==> config.mk <==
export PLATFORM = sky130hd
export DESIGN_NAME = rom_access_arbiter_flat
export DESIGN_NICKNAME = d
export VERILOG_FILES = /design/src/rtl/rom_arb_pkg.sv /design/src/rtl/rom_access_arbiter_if.sv /design/src/rtl/rr_priority_picker.sv /design/src/rtl/rom_access_arbiter.sv /design/src/flat_wrapper.sv
export SDC_FILE = /design/constraint.sdc
export NUM_CORES = 1
export LEC_CHECK = 0
export BUFFER_PORTS_ARGS = -buffer_cell sky130_fd_sc_hd__buf_2
export CORE_UTILIZATION = 40
export CTS_BUF_LIST = sky130_fd_sc_hd__clkbuf_8
export CTS_CLUSTER_SIZE = 30
export DETAILED_ROUTE_END_ITERATION = 10
export GPL_ROUTABILITY_DRIVEN = 0
export PLACE_DENSITY_LB_ADDON = 0.12
export RECOVER_POWER = 100
export SLEW_MARGIN = 20
export SYNTH_ARGS = -nofsm -noshare
export SYNTH_HDL_FRONTEND = slang
export SYNTH_SLANG_ARGS = --single-unit
export TNS_END_PERCENT = 1
==> constraint.sdc <==
create_clock -name clk -period 1.7 [get_ports clk]
set_input_delay 0 -clock clk [delete_from_list [all_inputs] [get_ports clk]]
set_output_delay 0 -clock clk [all_outputs]
set_load 0.02 [all_outputs]
==> src/rtl/rom_arb_pkg.sv <==
// rom_arb_pkg
// Shared definitions for the ROM access arbiter and its priority picker:
//   - arb_state_t : access sequencer state encodings
//   - clog2       : ceiling log2, usable in constant (parameter) expressions
//   - idx_width   : width of an index into a vector of n entries (at least 1)
package rom_arb_pkg;

    typedef enum logic [1:0] {
        IDLE    = 2'd0,
        ACCESS  = 2'd1,
        RELEASE = 2'd2
    } arb_state_t;

    function automatic int clog2(input int value);
        int result;
        result = 0;
        while ((1 << result) < value) begin
            result = result + 1;
        end
        return result;
    endfunction

    // A one-entry (or two-entry) vector still needs a one-bit index.
    function automatic int idx_width(input int n);
        return (n > 1) ? clog2(n) : 1;
    endfunction

endpackage

==> src/rtl/rom_access_arbiter_if.sv <==
// rom_access_arbiter_if
// Requester-side bundle of the ROM access arbiter.
//   req   : level request per requester, held until its ack
//   addr  : flattened addresses, requester i in [i*ADDR_WIDTH +: ADDR_WIDTH]
//   ack   : one-hot, one-cycle completion pulse
//   rdata : data of the most recent completed access
// Modports:
//   master : the requesters (fetch logic / CPUs)
//   slave  : the arbiter
interface rom_access_arbiter_if #(
    parameter int NREQ       = 4,
    parameter int ADDR_WIDTH = 15,
    parameter int DATA_WIDTH = 8
);
    logic [NREQ-1:0]            req;
    logic [NREQ*ADDR_WIDTH-1:0] addr;
    logic [NREQ-1:0]            ack;
    logic [DATA_WIDTH-1:0]      rdata;

    modport master (
        output req,
        output addr,
        input  ack,
        input  rdata
    );

    modport slave (
        input  req,
        input  addr,
        output ack,
        output rdata
    );
endinterface

==> src/rtl/rr_priority_picker.sv <==
// rr_priority_picker
// Combinational round-robin picker. Searches req upward starting at
// last_grant+1 and wrapping at NREQ.
//   req        in  NREQ  request vector
//   last_grant in  IDXW  index of the most recently served requester
//   grant      out IDXW  chosen requester (meaningful only when valid)
//   valid      out 1     at least one request present
module rr_priority_picker
    import rom_arb_pkg::*;
#(
    parameter int NREQ = 4,
    parameter int IDXW = idx_width(NREQ)
) (
    input  logic [NREQ-1:0] req,
    input  logic [IDXW-1:0] last_grant,
    output logic [IDXW-1:0] grant,
    output logic            valid
);

    // Requesters strictly above last_grant get first pick; if none of them
    // is asking, the search wraps to the lowest requesting index.
    logic [NREQ-1:0] upper_mask;
    logic [NREQ-1:0] req_upper;
    logic [IDXW-1:0] grant_upper;
    logic [IDXW-1:0] grant_any;

    genvar gi;
    generate
        for (gi = 0; gi < NREQ; gi = gi + 1) begin : g_mask
            assign upper_mask[gi] = (IDXW'(gi) > last_grant);
        end
    endgenerate

    assign req_upper = req & upper_mask;

    // Scan downward so the lowest set index is the one left standing.
    always_comb begin
        grant_upper = '0;
        grant_any   = '0;
        for (int i = NREQ - 1; i >= 0; i--) begin
            if (req_upper[i]) begin
                grant_upper = IDXW'(i);
            end
            if (req[i]) begin
                grant_any = IDXW'(i);
            end
        end
    end

    assign grant = (|req_upper) ? grant_upper : grant_any;
    assign valid = |req;

endmodule

==> src/rtl/rom_access_arbiter.sv <==
// rom_access_arbiter
// Shares one asynchronous EPROM between NREQ synchronous requesters.
// Picks a requester round-robin, holds CEn/OEn low with a frozen address for
// WAIT_CYCLES cycles, registers the ROM data and pulses that requester's ack.
// A one-cycle RELEASE follows each access for bus turnaround.
//   clk      in  1           system clock
//   rst      in  1           synchronous active-high reset
//   bus      slave modport   req / addr / ack / rdata
//   rom_addr out ADDR_WIDTH  registered ROM address
//   rom_cen  out 1           ROM chip enable, active low
//   rom_oen  out 1           ROM output enable, active low
//   rom_data in  DATA_WIDTH  ROM data bus (may be X/Z while disabled)
module rom_access_arbiter
    import rom_arb_pkg::*;
#(
    parameter int NREQ        = 4,
    parameter int ADDR_WIDTH  = 15,
    parameter int DATA_WIDTH  = 8,
    parameter int WAIT_CYCLES = 4
) (
    input  logic                  clk,
    input  logic                  rst,
    rom_access_arbiter_if.slave   bus,
    output logic [ADDR_WIDTH-1:0] rom_addr,
    output logic                  rom_cen,
    output logic                  rom_oen,
    input  logic [DATA_WIDTH-1:0] rom_data
);

    localparam int IDXW = idx_width(NREQ);
    localparam int CNTW = clog2(WAIT_CYCLES) + 1;

    arb_state_t            state_reg;
    arb_state_t            state_next;
    logic [CNTW-1:0]       cnt_reg;
    logic [IDXW-1:0]       grant_reg;
    logic [IDXW-1:0]       last_grant_reg;
    logic [ADDR_WIDTH-1:0] rom_addr_reg;
    logic                  rom_cen_reg;
    logic                  rom_oen_reg;
    logic [NREQ-1:0]       ack_reg;
    logic [DATA_WIDTH-1:0] rdata_reg;

    logic [IDXW-1:0]       pick_grant;
    logic                  pick_valid;
    logic                  start_access;
    logic                  finish_access;

    logic [ADDR_WIDTH-1:0] addr_slice [NREQ];
    logic [NREQ-1:0]       grant_onehot;

    // Unpack the flattened address bus and decode the held grant to one-hot.
    genvar gi;
    generate
        for (gi = 0; gi < NREQ; gi = gi + 1) begin : g_req
            assign addr_slice[gi]   = bus.addr[gi*ADDR_WIDTH +: ADDR_WIDTH];
            assign grant_onehot[gi] = (grant_reg == IDXW'(gi));
        end
    endgenerate

    rr_priority_picker #(
        .NREQ (NREQ),
        .IDXW (IDXW)
    ) u_picker (
        .req        (bus.req),
        .last_grant (last_grant_reg),
        .grant      (pick_grant),
        .valid      (pick_valid)
    );

    // State register
    always_ff @(posedge clk) begin
        if (rst) begin
            state_reg <= IDLE;
        end else begin
            state_reg <= state_next;
        end
    end

    // Next-state logic
    always_comb begin
        state_next = state_reg;
        case (state_reg)
            IDLE:    if (pick_valid) state_next = ACCESS;
            ACCESS:  if (cnt_reg == '0) state_next = RELEASE;
            RELEASE: state_next = IDLE;
            default: state_next = IDLE;
        endcase
    end

    // Output/control decode for the datapath registers
    always_comb begin
        start_access  = 1'b0;
        finish_access = 1'b0;
        case (state_reg)
            IDLE:    start_access  = pick_valid;
            ACCESS:  finish_access = (cnt_reg == '0);
            default: ;
        endcase
    end

    // Datapath: counter, frozen grant/address, ROM strobes, data and ack.
    // rom_data is captured only on the finishing edge, so bus float while the
    // ROM is disabled never reaches rdata.
    always_ff @(posedge clk) begin
        if (rst) begin
            cnt_reg        <= '0;
            grant_reg      <= '0;
            last_grant_reg <= IDXW'(NREQ - 1);
            rom_addr_reg   <= '0;
            rom_cen_reg    <= 1'b1;
            rom_oen_reg    <= 1'b1;
            ack_reg        <= '0;
            rdata_reg      <= '0;
        end else begin
            ack_reg <= '0;
            if (start_access) begin
                grant_reg    <= pick_grant;
                rom_addr_reg <= addr_slice[pick_grant];
                rom_cen_reg  <= 1'b0;
                rom_oen_reg  <= 1'b0;
                cnt_reg      <= CNTW'(WAIT_CYCLES - 1);
            end
            if (state_reg == ACCESS && cnt_reg != '0) begin
                cnt_reg <= cnt_reg - CNTW'(1);
            end
            if (finish_access) begin
                rdata_reg      <= rom_data;
                ack_reg        <= grant_onehot;
                last_grant_reg <= grant_reg;
                rom_cen_reg    <= 1'b1;
                rom_oen_reg    <= 1'b1;
            end
        end
    end

    assign rom_addr  = rom_addr_reg;
    assign rom_cen   = rom_cen_reg;
    assign rom_oen   = rom_oen_reg;
    assign bus.ack   = ack_reg;
    assign bus.rdata = rdata_reg;

endmodule
==> src/flat_wrapper.sv <==
// flat-port wrapper written by rule: the top's interface ports become plain ports
module rom_access_arbiter_flat import rom_arb_pkg::*;
#(
    parameter int NREQ        = 4,
    parameter int ADDR_WIDTH  = 15,
    parameter int DATA_WIDTH  = 8,
    parameter int WAIT_CYCLES = 4
)
  (clk, rst, rom_addr, rom_cen, rom_oen, rom_data, bus_req, bus_addr, bus_ack, bus_rdata);
  rom_access_arbiter_if #(.NREQ(NREQ), .ADDR_WIDTH(ADDR_WIDTH), .DATA_WIDTH(DATA_WIDTH)) bus_i ();
  input  logic clk;
  input  logic rst;
  output logic [ADDR_WIDTH-1:0] rom_addr;
  output logic rom_cen;
  output logic rom_oen;
  input  logic [DATA_WIDTH-1:0] rom_data;
  input wire logic [$bits(bus_i.req)-1:0] bus_req;
  input wire logic [$bits(bus_i.addr)-1:0] bus_addr;
  output wire logic [$bits(bus_i.ack)-1:0] bus_ack;
  output wire logic [$bits(bus_i.rdata)-1:0] bus_rdata;
  assign bus_i.req = bus_req;
  assign bus_i.addr = bus_addr;
  assign bus_ack = bus_i.ack;
  assign bus_rdata = bus_i.rdata;
  rom_access_arbiter #(.NREQ(NREQ), .ADDR_WIDTH(ADDR_WIDTH), .DATA_WIDTH(DATA_WIDTH), .WAIT_CYCLES(WAIT_CYCLES)) u_core (.clk(clk), .rst(rst), .bus(bus_i), .rom_addr(rom_addr), .rom_cen(rom_cen), .rom_oen(rom_oen), .rom_data(rom_data));
endmodule
Word level (Yosys, flattened, before mapping)
Index checks and enable logic that the tools add are counted.
{"block": "word_totals", "register_bits": 37, "inputBits": 74, "out_inout_bits": 29, "wordCells": 53}
{"block": "classes", "n_addsub": 1, "order_cmp": 5, "n_eq_ne": 6, "muxes": 19, "n_bitwise": 3, "reduce_logical": 11}
{"op": "15-bit binary-select mux with 2-bit select", "n": 1}
{"op": "15-bit two-way mux", "n": 2}
{"op": "2-bit two-way mux", "n": 11}
{"op": "4-bit OR reduction", "n": 2}
{"op": "3-bit two-way mux", "n": 2}
{"op": "4-bit bitwise AND", "n": 1}
{"op": "2-bit by 1-bit == test with 1-bit output (second input constant)", "n": 2}
{"op": "2-bit == test (second input constant)", "n": 2}
{"op": "1-bit by 2-bit > comparator with 1-bit output (first input constant)", "n": 2}
{"op": "2-bit > comparator (first input constant)", "n": 2}
{"op": "2-bit zero test", "n": 2}
{"op": "2-bit by 1-bit != test with 1-bit output (second input constant)", "n": 2}
{"op": "2-bit one-hot mux with 2 select lines", "n": 1}
{"op": "2-bit OR reduction", "n": 2}
{"op": "3-bit greater-or-equal comparator (second input constant)", "n": 1}
{"op": "3-bit zero test", "n": 1}
{"op": "2-bit NOT with 3-bit output", "n": 1}
{"op": "3-bit nonzero test", "n": 1}
{"op": "3-bit by 1-bit subtractor with 3-bit output (second input constant)", "n": 1}
{"op": "1-bit two-way mux", "n": 2}
{"op": "2-bit AND reduction", "n": 1}
{"op": "2-bit nonzero test", "n": 1}
{"op": "1-bit logical AND", "n": 1}
{"op": "1-bit NOT", "n": 1}

Depth between registers and ports, before layout
Gate-level depths: netlist (run 1).
{"block": "logic_depth", "word_depth": 11, "ltp_mapped": 7, "depth_no_buf": 7}

Hierarchy
A second synthesis (run 1) with hierarchy kept.
{"block": "hier_totals", "hier_cells": 139, "hier_area_um2": 1724.2}
{"mod": "rom_access_arbiter", "instances": 1, "cells_per_inst": 125, "area_each_um2": 1627.8, "seq_area_each_um2": 740.7}
{"mod": "rr_priority_picker", "instances": 1, "cells_per_inst": 14, "area_each_um2": 96.3, "seq_area_each_um2": 0.0}

Worst setup path before layout (run 1)
No wires, ideal clock.
{"block": "synth_path", "path_kind": "reg2reg", "from": "reg u_core.last_grant_reg[0]", "to": "reg u_core.rom_addr_reg[10] (netlist: u_core.rom_addr[10])", "setup_ns": 0.127, "arrival_ns": 1.569, "t_required_ns": 1.573, "path_slack_ns": 0.004, "path_stages_with_launch": 8, "path_buffers": 2, "period_less_slack_ns": 1.696, "path_cell_list": "dfxtp_1 -> nor2b_4 -> o21a_1 -> buf_6 -> nor3_4 -> buf_6 -> mux2i_1 -> o211ai_2"}
{"block": "synth_via", "elab_chain_len": 11, "elab_cells_between_ends": 15, "cone_classes": "order compare (4); mux (8); bitwise (2); reduce/logical (1)"}
{"item": "from (decl)", "line_no": "rom_access_arbiter.sv:37", "rtl": "logic [IDXW-1:0] last_grant_reg;"}
{"item": "from (signal assigned)", "line_no": "rom_access_arbiter.sv:109", "rtl": "last_grant_reg <= IDXW'(NREQ - 1);"}
{"item": "from (signal assigned)", "line_no": "rom_access_arbiter.sv:130", "rtl": "last_grant_reg <= grant_reg;"}
{"item": "2-bit > comparator", "line_no": "rr_priority_picker.sv:30", "rtl": "assign upper_mask[gi] = (IDXW'(gi) > last_grant);"}
{"item": "4-bit bitwise AND *", "line_no": "rr_priority_picker.sv:34", "rtl": "assign req_upper = req & upper_mask;"}
{"item": "2-bit two-way mux (4 in series)", "line_no": "rr_priority_picker.sv:41", "rtl": "if (req_upper[i]) begin"}
{"item": "2-bit two-way mux *", "line_no": "rr_priority_picker.sv:50", "rtl": "assign grant = (|req_upper) ? grant_upper : grant_any;"}
{"item": "2-bit NOT with 3-bit output (implied by the code) *", "line_no": "rom_access_arbiter.sv:119", "rtl": "rom_addr_reg <= addr_slice[pick_grant];"}
{"item": "15-bit binary-select mux with 2-bit select *", "line_no": "rom_access_arbiter.sv:119"}
{"item": "15-bit two-way mux (implied by the code) * (2 in series)", "line_no": "rom_access_arbiter.sv:119"}
{"item": "to (signal assigned)", "line_no": "rom_access_arbiter.sv:119"}
{"item": "to (decl)", "line_no": "rom_access_arbiter.sv:38", "rtl": "logic [ADDR_WIDTH-1:0] rom_addr_reg;"}
Every way passes the cells marked *; elsewhere a longest branch is shown, timed or not. The select of a mux whose other input is x is not followed.
A chain may end at the register's enable or synchronous reset.

Worst setup path after layout (run 1)
{"block": "layout_path", "from": "reg u_core.last_grant_reg[0]", "to": "reg u_core.rom_addr_reg[12] (netlist: u_core.rom_addr[12])"}
The elaborated chain is that of the path after synthesis.

==> impl_metrics.py, run 1 <==
metrics = {
    "floorplanning": {
        "num_io_pins": 103,
        "core-area_um2": 4755,
        "start_util": 0.4182,
        "die_h_um": 72.50,
        "die_area_um2": 5256,
        "fp.dieW_um": 72.50,
        "rows": 25,
    },
    "clocking": {
        "cts_made_buffers": 5,
        "clock_latency_ps": 280,
        "cts.path.max_buffers": 2,
        "clk_pin_slew_ps": 80,
        "postCtsSetupBuffers": 0,
        "cts_tree": "built",
        "cts_sinks": 37,
        "clockRootBuffer": "clkbuf_8",
        "h-tree-depth": 2,
    },
    "cells_and_area": {
        "nets": 427,
        "antennaDiodeCount": 0,
        "final_core_util": 0.5903,
        "largest_register_ffs": 15,
        "multi_input_comb_area_um2": 1135,
        "final_common_cell": "buf_2",
        "layout-drive-gt1-share": 0.3295,
        "seq_area_um2": 740.7,
        "final_cell_area_um2": 2806,
        "fill_cells": 472,
        "area_delta_synth_final_pct": 41.16,
        "mostFrequentLayoutCells": "buf_2 (73), nand2_1 (38), dfxtp_1 (37), clkbuf_1 (31), buf_4 (22)",
    },
    "global_route": {
        "antenna_found_initial": 0,
        "first_global_vias": 1882,
        "grt_pass1_wl_mm": 8.590,
        "grt_start_max_net_pins": 19,
        "grt_overflow_total": 0,
        "globalRouteTotalUtil": 0.2096,
    },
    "timing": {
        "slew-limit-headroom": 0.7252,
        "layout_min_cycle_time_ps": 1569,
        "tns_ps": 0,
        "min_period_over_period": 0.9229,
        "rsz0062_at_grt": "false",
        "drv_slew": 0,
        "finalClockSkew_ps": 4.967,
        "tightest_slew_ps": 408.5,
        "max_freq_mhz": 637.3,
        "finalHoldViolations": 0,
        "setup_viol": 0,
    },
    "drt": {
        "vias": 2115,
        "wl_per_cell_um": 12.76,
        "drc": 0,
        "ant_nets": 0,
        "wirelength_mm": 5.346,
        "drt_iter0_markers": 160,
        "dr.pass1.iters": 4,
        "avgViaCountPerCell": 5.048,
    },
    "synthesis": {
        "ys_warn_count": 0,
        "netlist_area_um2": 1988,
        "postSynthAreaPerCell_um2": 8.758,
        "syn_inst": 227,
        "synth_seq_cells": 37,
        "syn_nets": 303,
        "synth_cell_types": 35,
        "yosysSeqAreaShare": 0.3726,
    },
    "hold_path": {
        "hold_depth": 3,
        "hold_class": "primary input to register",
        "holdCritStartpoint": "bus_addr[58]",
        "min_to": "u_core.rom_addr[13]$_SDFFE_PP0P_",
    },
    "worst_setup_path": {
        "crit_arrival_ps": 1740,
        "worstSetupPathType": "register to register",
        "slowest_delay_ps": 320,
        "r2r_setup_slack_ps": 130,
        "worstSetupStartpointType": "register",
        "cp_top_family": "compound AO/OA/AOI/OAI gates",
        "reg2reg_depth": 7,
        "path_common_cell": "buf_4",
        "r2r_start": "u_core.last_grant_reg[0]$_SDFFE_PP1P_",
        "crit_path_end_kind": "register",
        "cp_num_buf_inv": 2,
        "reg2reg_to": "u_core.rom_addr[12]$_SDFFE_PP0P_",
        "crit_path_top_delay_cell": "dfxtp_1",
        "crit_chain": "buf_4 -> nor2b_2 -> o21a_1 -> nor3_4 -> buf_4 -> mux2i_1 -> o211ai_2",
        "cp_data_required_time_ps": 1870,
        "worstPathMaxFanout": 6,
    },
    "place": {
        "dp_hpwl_mm": 4.011,
        "place_area_um2": 2675,
        "io_buffers": 102,
    },
    "power_and_ir_drop": {
        "swShare": 0.3550,
        "p_leak_nw": 1.268,
        "comb_power_share": 0.349,
        "finalPower_w": 0.002579,
        "internal-power_w": 0.001663,
        "power_density_nw_per_um2": 918.9,
        "ir_worst_vdd_mv": 0.3690,
        "seq_power_share": 0.409,
        "p_clk_frac": 0.242,
        "p_sw_w": 0.0009156,
    },
    "status": {
        "outcome": "finished, final reports clean",
    },
    "run": {
        "cap_violations": 0,
    },
}
cells in the mapped netlist:
| cell | count | area share |
|---|---|---|
| nand2_1 | 38 | 0.072 |
| dfxtp_1 | 37 | 0.37 |
| mux2i_1 | 16 | 0.081 |
| a211o_1 | 15 | 0.066 |
| nand4_1 | 15 | 0.047 |
| o31ai_1 | 15 | 0.057 |
| clkbuf_1 | 12 | 0.023 |
| nor2_1 | 10 | 0.019 |
| o211ai_2 | 9 | 0.057 |
| a21oi_1 | 8 | 0.020 |
| o211ai_1 | 7 | 0.026 |
| buf_2 | 4 | 0.010 |
| inv_1 | 4 | 0.0075 |
| nor3_1 | 4 | 0.010 |
| a211oi_1 | 3 | 0.011 |
| nand3_1 | 3 | 0.0075 |
| a21oi_2 | 2 | 0.0088 |
| buf_6 | 2 | 0.011 |
| ha_1 | 2 | 0.013 |
| nand2b_1 | 2 | 0.0063 |
| nor2b_1 | 2 | 0.0063 |
| nor4_1 | 2 | 0.0063 |
| o21a_1 | 2 | 0.0075 |
| o21ai_1 | 2 | 0.0050 |
| a21o_1 | 1 | 0.0038 |
| and3_1 | 1 | 0.0031 |
| and3b_1 | 1 | 0.0044 |
| buf_4 | 1 | 0.0038 |
| nand3b_1 | 1 | 0.0038 |
| nor2b_4 | 1 | 0.0069 |
| nor3_4 | 1 | 0.0082 |
| nor3b_1 | 1 | 0.0038 |
| nor4b_1 | 1 | 0.0044 |
| o22ai_1 | 1 | 0.0031 |
| xor2_1 | 1 | 0.0044 |
power by group through the flow:
stage | combinational [W] | clock [W] | sequential [W]
2_1_floorplan | 0.000485 | 0 | 0.00117
3_3_place_gp | 0.000923 | 0 | 0.00107
3_5_place_dp | 0.000930 | 0 | 0.00107
4_1_cts | 0.000947 | 0.000641 | 0.00105
5_1_grt | 0.000996 | 0.000682 | 0.00107
6_report | 0.000901 | 0.000624 | 0.00105
metrics by stage:
stage	cells	hold slack [ps]	worst slack, ps
finish	419	5.146	131.0
CTS	419	3.688	55.86
floorplan	227	136.0	4.377
detailed placement	402	247.1	65.36
global route	419	7.607	18.41
global placement	402	239.6	93.12
worst max-delay path by stage:
stage	depth (start not counted)	end	slack (ps)	startpoint
after CTS	6	u_core.rom_addr[9]$_SDFFE_PP0P_	60	u_core.last_grant_reg[0]$_SDFFE_PP1P_
final	7	u_core.rom_addr[12]$_SDFFE_PP0P_	130	u_core.last_grant_reg[0]$_SDFFE_PP1P_
after detailed placement	6	u_core.rom_addr[9]$_SDFFE_PP0P_	70	u_core.last_grant_reg[0]$_SDFFE_PP1P_
after floorplan	7	u_core.rom_addr[10]$_SDFFE_PP0P_	4	u_core.last_grant_reg[0]$_SDFFE_PP1P_
after global placement	6	u_core.rom_addr[13]$_SDFFE_PP0P_	90	u_core.last_grant_reg[0]$_SDFFE_PP1P_
after global routing	7	u_core.rom_addr[14]$_SDFFE_PP0P_	20	u_core.last_grant_reg[0]$_SDFFE_PP1P_
worst reg2reg max path, cell delays in order (launching register included):
cell      delay [ps]
dfxtp_1          320
buf_4            110
nor2b_2           40
o21a_1           240
nor3_4           210
buf_4            200
mux2i_1          250
o211ai_2          90
area by class of cell:
class	count	share of cell area
clock buffers	5	0.02452
clock inverters	3	0.007579
inverters	4	0.005350
multi-input cells	167	0.4044
flip-flops and latches	37	0.2639
well taps	67	0.02987
repair buffers	136	0.2644
layer usage:
metal / track usage / vias to the layer above / wire length [um]
met4: 0.06536 / 0 / 74
li1: - / 1094 / -
met1: 0.2767 / 930 / 2408
met3: 0.05694 / 6 / 408
met2: 0.3323 / 85 / 2455
met5: 0 / - / 0
repair_timing:
action | 4_1_cts | 5_1_grt
resized for setup | 0 | 1
setup endpoints to repair | 0 | 7
endpoints found under the hold margin | 10 | 0
hold buffers | 9 | 0
logic make-up after synthesis:
family | Yosys count | synth area share
AOI/OAI and AO/OA | 65 | 0.2656
xor gates and xnor gates | 1 | 0.004406
adders and majority gates | 2 | 0.01258
buffers and inverters | 23 | 0.05538
DFF | 37 | 0.3726
muxes | 16 | 0.08055
and+or+nand+nor | 83 | 0.2089
(Power assumes the default switching activity.)
==> inputs of run 2 (changes only) <==
--- a/config.mk
+++ b/config.mk
@@ -6,7 +6,7 @@
 export NUM_CORES = 1
 export LEC_CHECK = 0
 export BUFFER_PORTS_ARGS = -buffer_cell sky130_fd_sc_hd__buf_2
-export CORE_UTILIZATION = 40
+export CORE_UTILIZATION = 42
 export CTS_BUF_LIST = sky130_fd_sc_hd__clkbuf_8
 export CTS_CLUSTER_SIZE = 30
 export DETAILED_ROUTE_END_ITERATION = 10
==> impl_metrics.py, run 2 (synthesis results as in run 1) <==
metrics = {
    "clocking": {
        "cts_made_buffers": 5,
        "cts_sinks": 37,
        "cts_tree": "built",
        "h-tree-depth": 2,
        "clockRootBuffer": "clkbuf_8",
        "cts.path.max_buffers": 2,
        "clk_pin_slew_ps": 80,
        "clock_latency_ps": 300,
    },
    "timing": {
        "setup_viol": 0,
        "layout_setup_ws_ps": 60.25,
        "finalHoldViolations": 0,
        "drv_slew": 0,
        "tightest_slew_ps": 666.2,
        "finalClockSkew_ps": 6.682,
        "min_period_over_period": 0.9646,
        "layout_min_cycle_time_ps": 1640,
        "slew-limit-headroom": 0.5554,
        "max_freq_mhz": 609.9,
    },
    "worst_setup_path": {
        "crit_chain": "nor2b_4 -> o21a_1 -> nor3_4 -> buf_4 -> mux2i_1 -> o211ai_2",
        "worstSetupStartpointType": "register",
        "cp_top_family": "flip-flops",
        "worstPathMaxFanout": 8,
        "crit_arrival_ps": 1830,
        "cp_data_required_time_ps": 1890,
        "cp_num_buf_inv": 1,
        "crit_path_end_kind": "register",
        "slowest_delay_ps": 410,
        "worstSetupPathType": "register to register",
        "crit_path_top_delay_cell": "dfxtp_1",
    },
    "cells_and_area": {
        "mostFrequentLayoutCells": "buf_2 (73), nand2_1 (38), dfxtp_1 (37), clkbuf_1 (30), dlygate4sd3_1 (19)",
        "antennaDiodeCount": 0,
        "layout-drive-gt1-share": 0.3202,
        "fin_cells": 408,
        "largest_register_ffs": 15,
        "area_delta_synth_final_pct": 44.24,
        "nets": 431,
        "final_common_cell": "buf_2",
    },
    "drt": {
        "dr.pass1.iters": 7,
        "avgViaCountPerCell": 5.311,
        "ant_nets": 0,
        "drc": 12,
        "drt_iter0_markers": 151,
        "wirelength_mm": 5.546,
        "wl_per_cell_um": 13.59,
        "vias": 2167,
    },
    "floorplanning": {
        "die_h_um": 70.80,
        "die_area_um2": 5013,
        "rows": 24,
        "fp.dieW_um": 70.80,
        "num_io_pins": 103,
        "start_util": 0.4474,
        "core-area_um2": 4444,
    },
    "global_route": {
        "antenna_found_initial": 0,
        "grt_start_max_net_pins": 20,
        "globalRouteTotalUtil": 0.2308,
        "grt_overflow_total": 0,
        "grt_pass1_wl_mm": 9.211,
        "first_global_vias": 1943,
    },
    "status": {
        "outcome": "complete, but fails checks",
        "violations": "DRC",
    },
    "power_and_ir_drop": {
        "seq_power_share": 0.407,
        "power_density_nw_per_um2": 908.8,
        "p_clk_frac": 0.244,
        "internal-power_w": 0.001669,
        "p_leak_nw": 1.297,
        "p_sw_w": 0.0009373,
        "ir_worst_vdd_mv": 0.4302,
        "comb_power_share": 0.349,
        "swShare": 0.3596,
    },
    "place": {
        "dp_hpwl_mm": 3.864,
        "dp_cells": 381,
        "pre_cts_ws_ps": 33.42,
        "io_buffers": 102,
    },
    "run": {
        "cap_violations": 0,
    },
    "hold_path": {
        "hold_class": "primary input to register",
    },
}
## run 2: area by class of cell
cell class / count / area (um2)
inverter: 4 / 15.01
multi-input combinational: 167 / 1150
fill: 399 / 1577
timing repair buffer: 140 / 807.0
clock inverter: 3 / 21.27
tap: 52 / 65.06
sequential: 37 / 740.7
clock buffer: 5 / 68.82
## run 2: power by group through the flow
stage	clock network [W]	registers, W	logic [W]
floorplan	0	0.00117	0.000485
global placement	0	0.00108	0.000887
detailed placement	0	0.00107	0.000899
CTS	0.000648	0.00106	0.000932
global route	0.000688	0.00108	0.000995
finish	0.000636	0.00106	0.000909
## run 2: per-layer routing
| metal | global-route usage | vias to the layer above | wire (um) | part of all wire |
|---|---|---|---|---|
| li1 | - | 1107 | - | - |
| met1 | 0.3165 | 964 | 2550 | 0.46 |
| met2 | 0.3462 | 84 | 2494 | 0.45 |
| met3 | 0.06695 | 12 | 396 | 0.071 |
| met4 | 0.08222 | 0 | 105 | 0.019 |
| met5 | 0 | - | 0 | 0 |
## run 2: what timing repair did
action | CTS | global route
hold buffers | 19 | 0
endpoints found under the hold margin | 14 | 0
buffers inserted | 0 | 0
setup endpoints to repair | 0 | 13
resized for setup | 0 | 3
## run 2: per-stage QoR
step	TNS (ps)	total power (W)	hold WS, ps	area, um2	util
after global routing	-30.90	0.002760	0.8405	2868	0.6453
after floorplan	0	0.001658	136.0	1988	-
after detailed placement	0	0.001972	247.0	2611	0.5876
after CTS	0	0.002637	1.212	2892	0.6506
final	0	0.002606	4.241	2868	0.6453
after global placement	0	0.001963	239.9	2611	0.5876
## run 2: path summary, 6_finish.rpt
kind,endpoint,cells after the start,startpoint,slack [ps]
hold reg to reg,u_core.bus.rdata[1]$_SDFFE_PP0P_,2,u_core.bus.rdata[1]$_SDFFE_PP0P_,460
setup reg to reg,u_core.rom_addr[6]$_SDFFE_PP0P_,6,u_core.last_grant_reg[0]$_SDFFE_PP1P_,60
hold / removal,u_core.rom_addr[5]$_SDFFE_PP0P_,3,bus_addr[50],4
setup / recovery,u_core.rom_addr[6]$_SDFFE_PP0P_,6,u_core.last_grant_reg[0]$_SDFFE_PP1P_,60
## run 2: tightest hold or removal path: cells and delay by family
kind	cells	cell delay, ps
mux	1	70
buf+inv	1	80
compound gates	1	130
==> inputs of run 3 (changes only) <==
--- a/config.mk
+++ b/config.mk
@@ -10,8 +10,7 @@
 export CTS_BUF_LIST = sky130_fd_sc_hd__clkbuf_8
 export CTS_CLUSTER_SIZE = 30
 export DETAILED_ROUTE_END_ITERATION = 10
-export GPL_ROUTABILITY_DRIVEN = 0
-export PLACE_DENSITY_LB_ADDON = 0.12
+export PLACE_DENSITY = 0.78
 export RECOVER_POWER = 100
 export SLEW_MARGIN = 20
 export SYNTH_ARGS = -nofsm -noshare
==> impl_metrics.py, run 3 (synthesis results as in run 1) <==
metrics = {
    "floorplanning": {
        "die_h_um": 70.80,
        "core-area_um2": 4444,
        "rows": 24,
        "start_util": 0.4474,
        "num_io_pins": 103,
        "die_area_um2": 5013,
        "fp.dieW_um": 70.80,
    },
    "cells_and_area": {
        "layout-drive-gt1-share": 0.3237,
        "nets": 421,
        "area_delta_synth_final_pct": 40.09,
        "fill_cells": 398,
        "mostFrequentLayoutCells": "buf_2 (74), nand2_1 (38), dfxtp_1 (37), clkbuf_1 (29), buf_4 (17)",
        "final_common_cell": "buf_2",
        "largest_register_ffs": 15,
        "antennaDiodeCount": 0,
    },
    "worst_setup_path": {
        "r2r_start": "u_core.last_grant_reg[0]$_SDFFE_PP1P_",
        "startpoint": "u_core.last_grant_reg[0]$_SDFFE_PP1P_",
        "worstPathMaxFanout": 4,
        "cp_data_required_time_ps": 1880,
        "worstSetupPathType": "register to register",
        "reg2reg_depth": 6,
        "crit_arrival_ps": 1730,
        "reg2reg_to": "u_core.rom_addr[9]$_SDFFE_PP0P_",
        "worstSetupStartpointType": "register",
        "r2r_setup_slack_ps": 140,
        "crit_path_end_kind": "register",
        "worstSetupEndpoint": "u_core.rom_addr[9]$_SDFFE_PP0P_",
    },
    "drt": {
        "dr.pass1.iters": 10,
        "avgViaCountPerCell": 5.500,
        "vias": 2189,
        "wirelength_mm": 5.941,
        "ant_nets": 0,
        "drt_iter0_markers": 182,
        "drc": 16,
        "wl_per_cell_um": 14.93,
    },
    "power_and_ir_drop": {
        "power_density_nw_per_um2": 984.3,
        "swShare": 0.3400,
        "comb_power_share": 0.333,
        "p_leak_nw": 1.264,
        "p_clk_frac": 0.280,
        "ir_worst_vdd_mv": 0.5802,
        "seq_power_share": 0.387,
        "p_sw_w": 0.0009321,
        "internal-power_w": 0.001809,
    },
    "clocking": {
        "cts_sinks": 37,
        "cts.path.max_buffers": 2,
        "clock_latency_ps": 290,
        "postCtsSetupBuffers": 0,
        "clockRootBuffer": "clkbuf_8",
        "clk_pin_slew_ps": 80,
        "cts_tree": "built",
        "h-tree-depth": 2,
        "cts_made_buffers": 5,
    },
    "global_route": {
        "grt_pass1_wl_mm": 9.639,
        "grt_start_max_net_pins": 20,
        "antenna_found_initial": 0,
        "first_global_vias": 2136,
        "globalRouteTotalUtil": 0.2417,
        "grt_overflow_total": 0,
    },
    "timing": {
        "drv_slew": 0,
        "finalClockSkew_ps": 7.097,
        "rsz0062_at_grt": "false",
        "setup_viol": 0,
        "finalHoldViolations": 0,
        "slew-limit-headroom": 0.7239,
        "max_freq_mhz": 643.0,
        "min_period_over_period": 0.9149,
        "tightest_slew_ps": 411.0,
        "tns_ps": 0,
        "layout_setup_ws_ps": 144.7,
        "layout_min_cycle_time_ps": 1555,
    },
    "place": {
        "io_buffers": 102,
        "pre_cts_ws_ps": 148.0,
        "dp_hpwl_mm": 4.179,
        "globalplace.congestion": 0.7702,
    },
    "status": {
        "violations": "DRC",
        "outcome": "complete, but fails checks",
    },
    "hold_path": {
        "holdCritStartpoint": "bus_addr[52]",
        "hold_class": "primary input to register",
    },
    "run": {
        "cap_violations": 0,
    },
}
## run 3: cell types whose count changed in the layout (fill, tap and decap cells not counted), sizes merged
cell	delta
buf	+1
bufinv	+1
clkbuf	-1
dlygate4sd3	-10
inv	-1
## run 3: metrics by stage
stage,utilization,hold slack [ps],power (W),instances,instance area (um2)
final,0.6267,3.311,0.002741,398,2785
after global routing,0.6267,5.176,0.002882,398,2785
after CTS,0.6365,2.719,0.002778,398,2829
after detailed placement,0.5904,248.2,0.001990,381,2624
after global placement,0.5904,242.2,0.001965,381,2624
after floorplan,-,136.0,0.001658,227,1988
## run 3: worst min-delay path by stage
stage / cells past startpoint / endpoint
after floorplan: 2 / u_core.bus.rdata[0]$_SDFFE_PP0P_
after global placement: 3 / u_core.bus.rdata[1]$_SDFFE_PP0P_
after detailed placement: 3 / u_core.bus.rdata[5]$_SDFFE_PP0P_
after CTS: 3 / u_core.rom_addr[5]$_SDFFE_PP0P_
after global routing: 3 / u_core.rom_addr[6]$_SDFFE_PP0P_
final: 3 / u_core.rom_addr[7]$_SDFFE_PP0P_
## run 3: per-layer routing
metal / wire length, um / global-route usage / share of wire / up-vias
met4: 125 / 0.09778 / 0.021 / 0
li1: - / - / - / 1077
met3: 438 / 0.04558 / 0.074 / 15
met2: 2870 / 0.4071 / 0.48 / 111
met5: 0 / 0 / 0 / -
met1: 2507 / 0.3052 / 0.42 / 986
## run 3: final cells by class
class | instances | area [um2] | area share
clock buffers | 5 | 68.82 | 0.02471
clock inverters | 3 | 46.29 | 0.01662
inverters | 4 | 15.01 | 0.005391
multi-input cells | 167 | 1132 | 0.4066
flip-flops and latches | 37 | 740.7 | 0.2659
well taps | 52 | 65.06 | 0.02336
repair buffers | 130 | 716.9 | 0.2574
## run 3: worst max-delay path, cell delays in order (launching register included)
cell and delay, ps:
dfxtp_1 390, nor2b_4 60, o21a_1 220, nor3_4 250
buf_4 200, mux2i_1 240, o211ai_2 90
## run 3: timing repair
item,4_1_cts,5_1_grt
hold buffers,9,0
gates resized for setup,0,0
hold endpoints to repair,9,0
## run 3: power by group through the flow
stage          Clock [W]  Sequential [W]  Combinational [W]
5_1_grt         0.000814         0.00108           0.000991
6_report        0.000768         0.00106           0.000912
4_1_cts         0.000782         0.00106           0.000938
2_1_floorplan          0         0.00117           0.000485
3_3_place_gp           0         0.00107           0.000894
3_5_place_dp           0         0.00108           0.000914
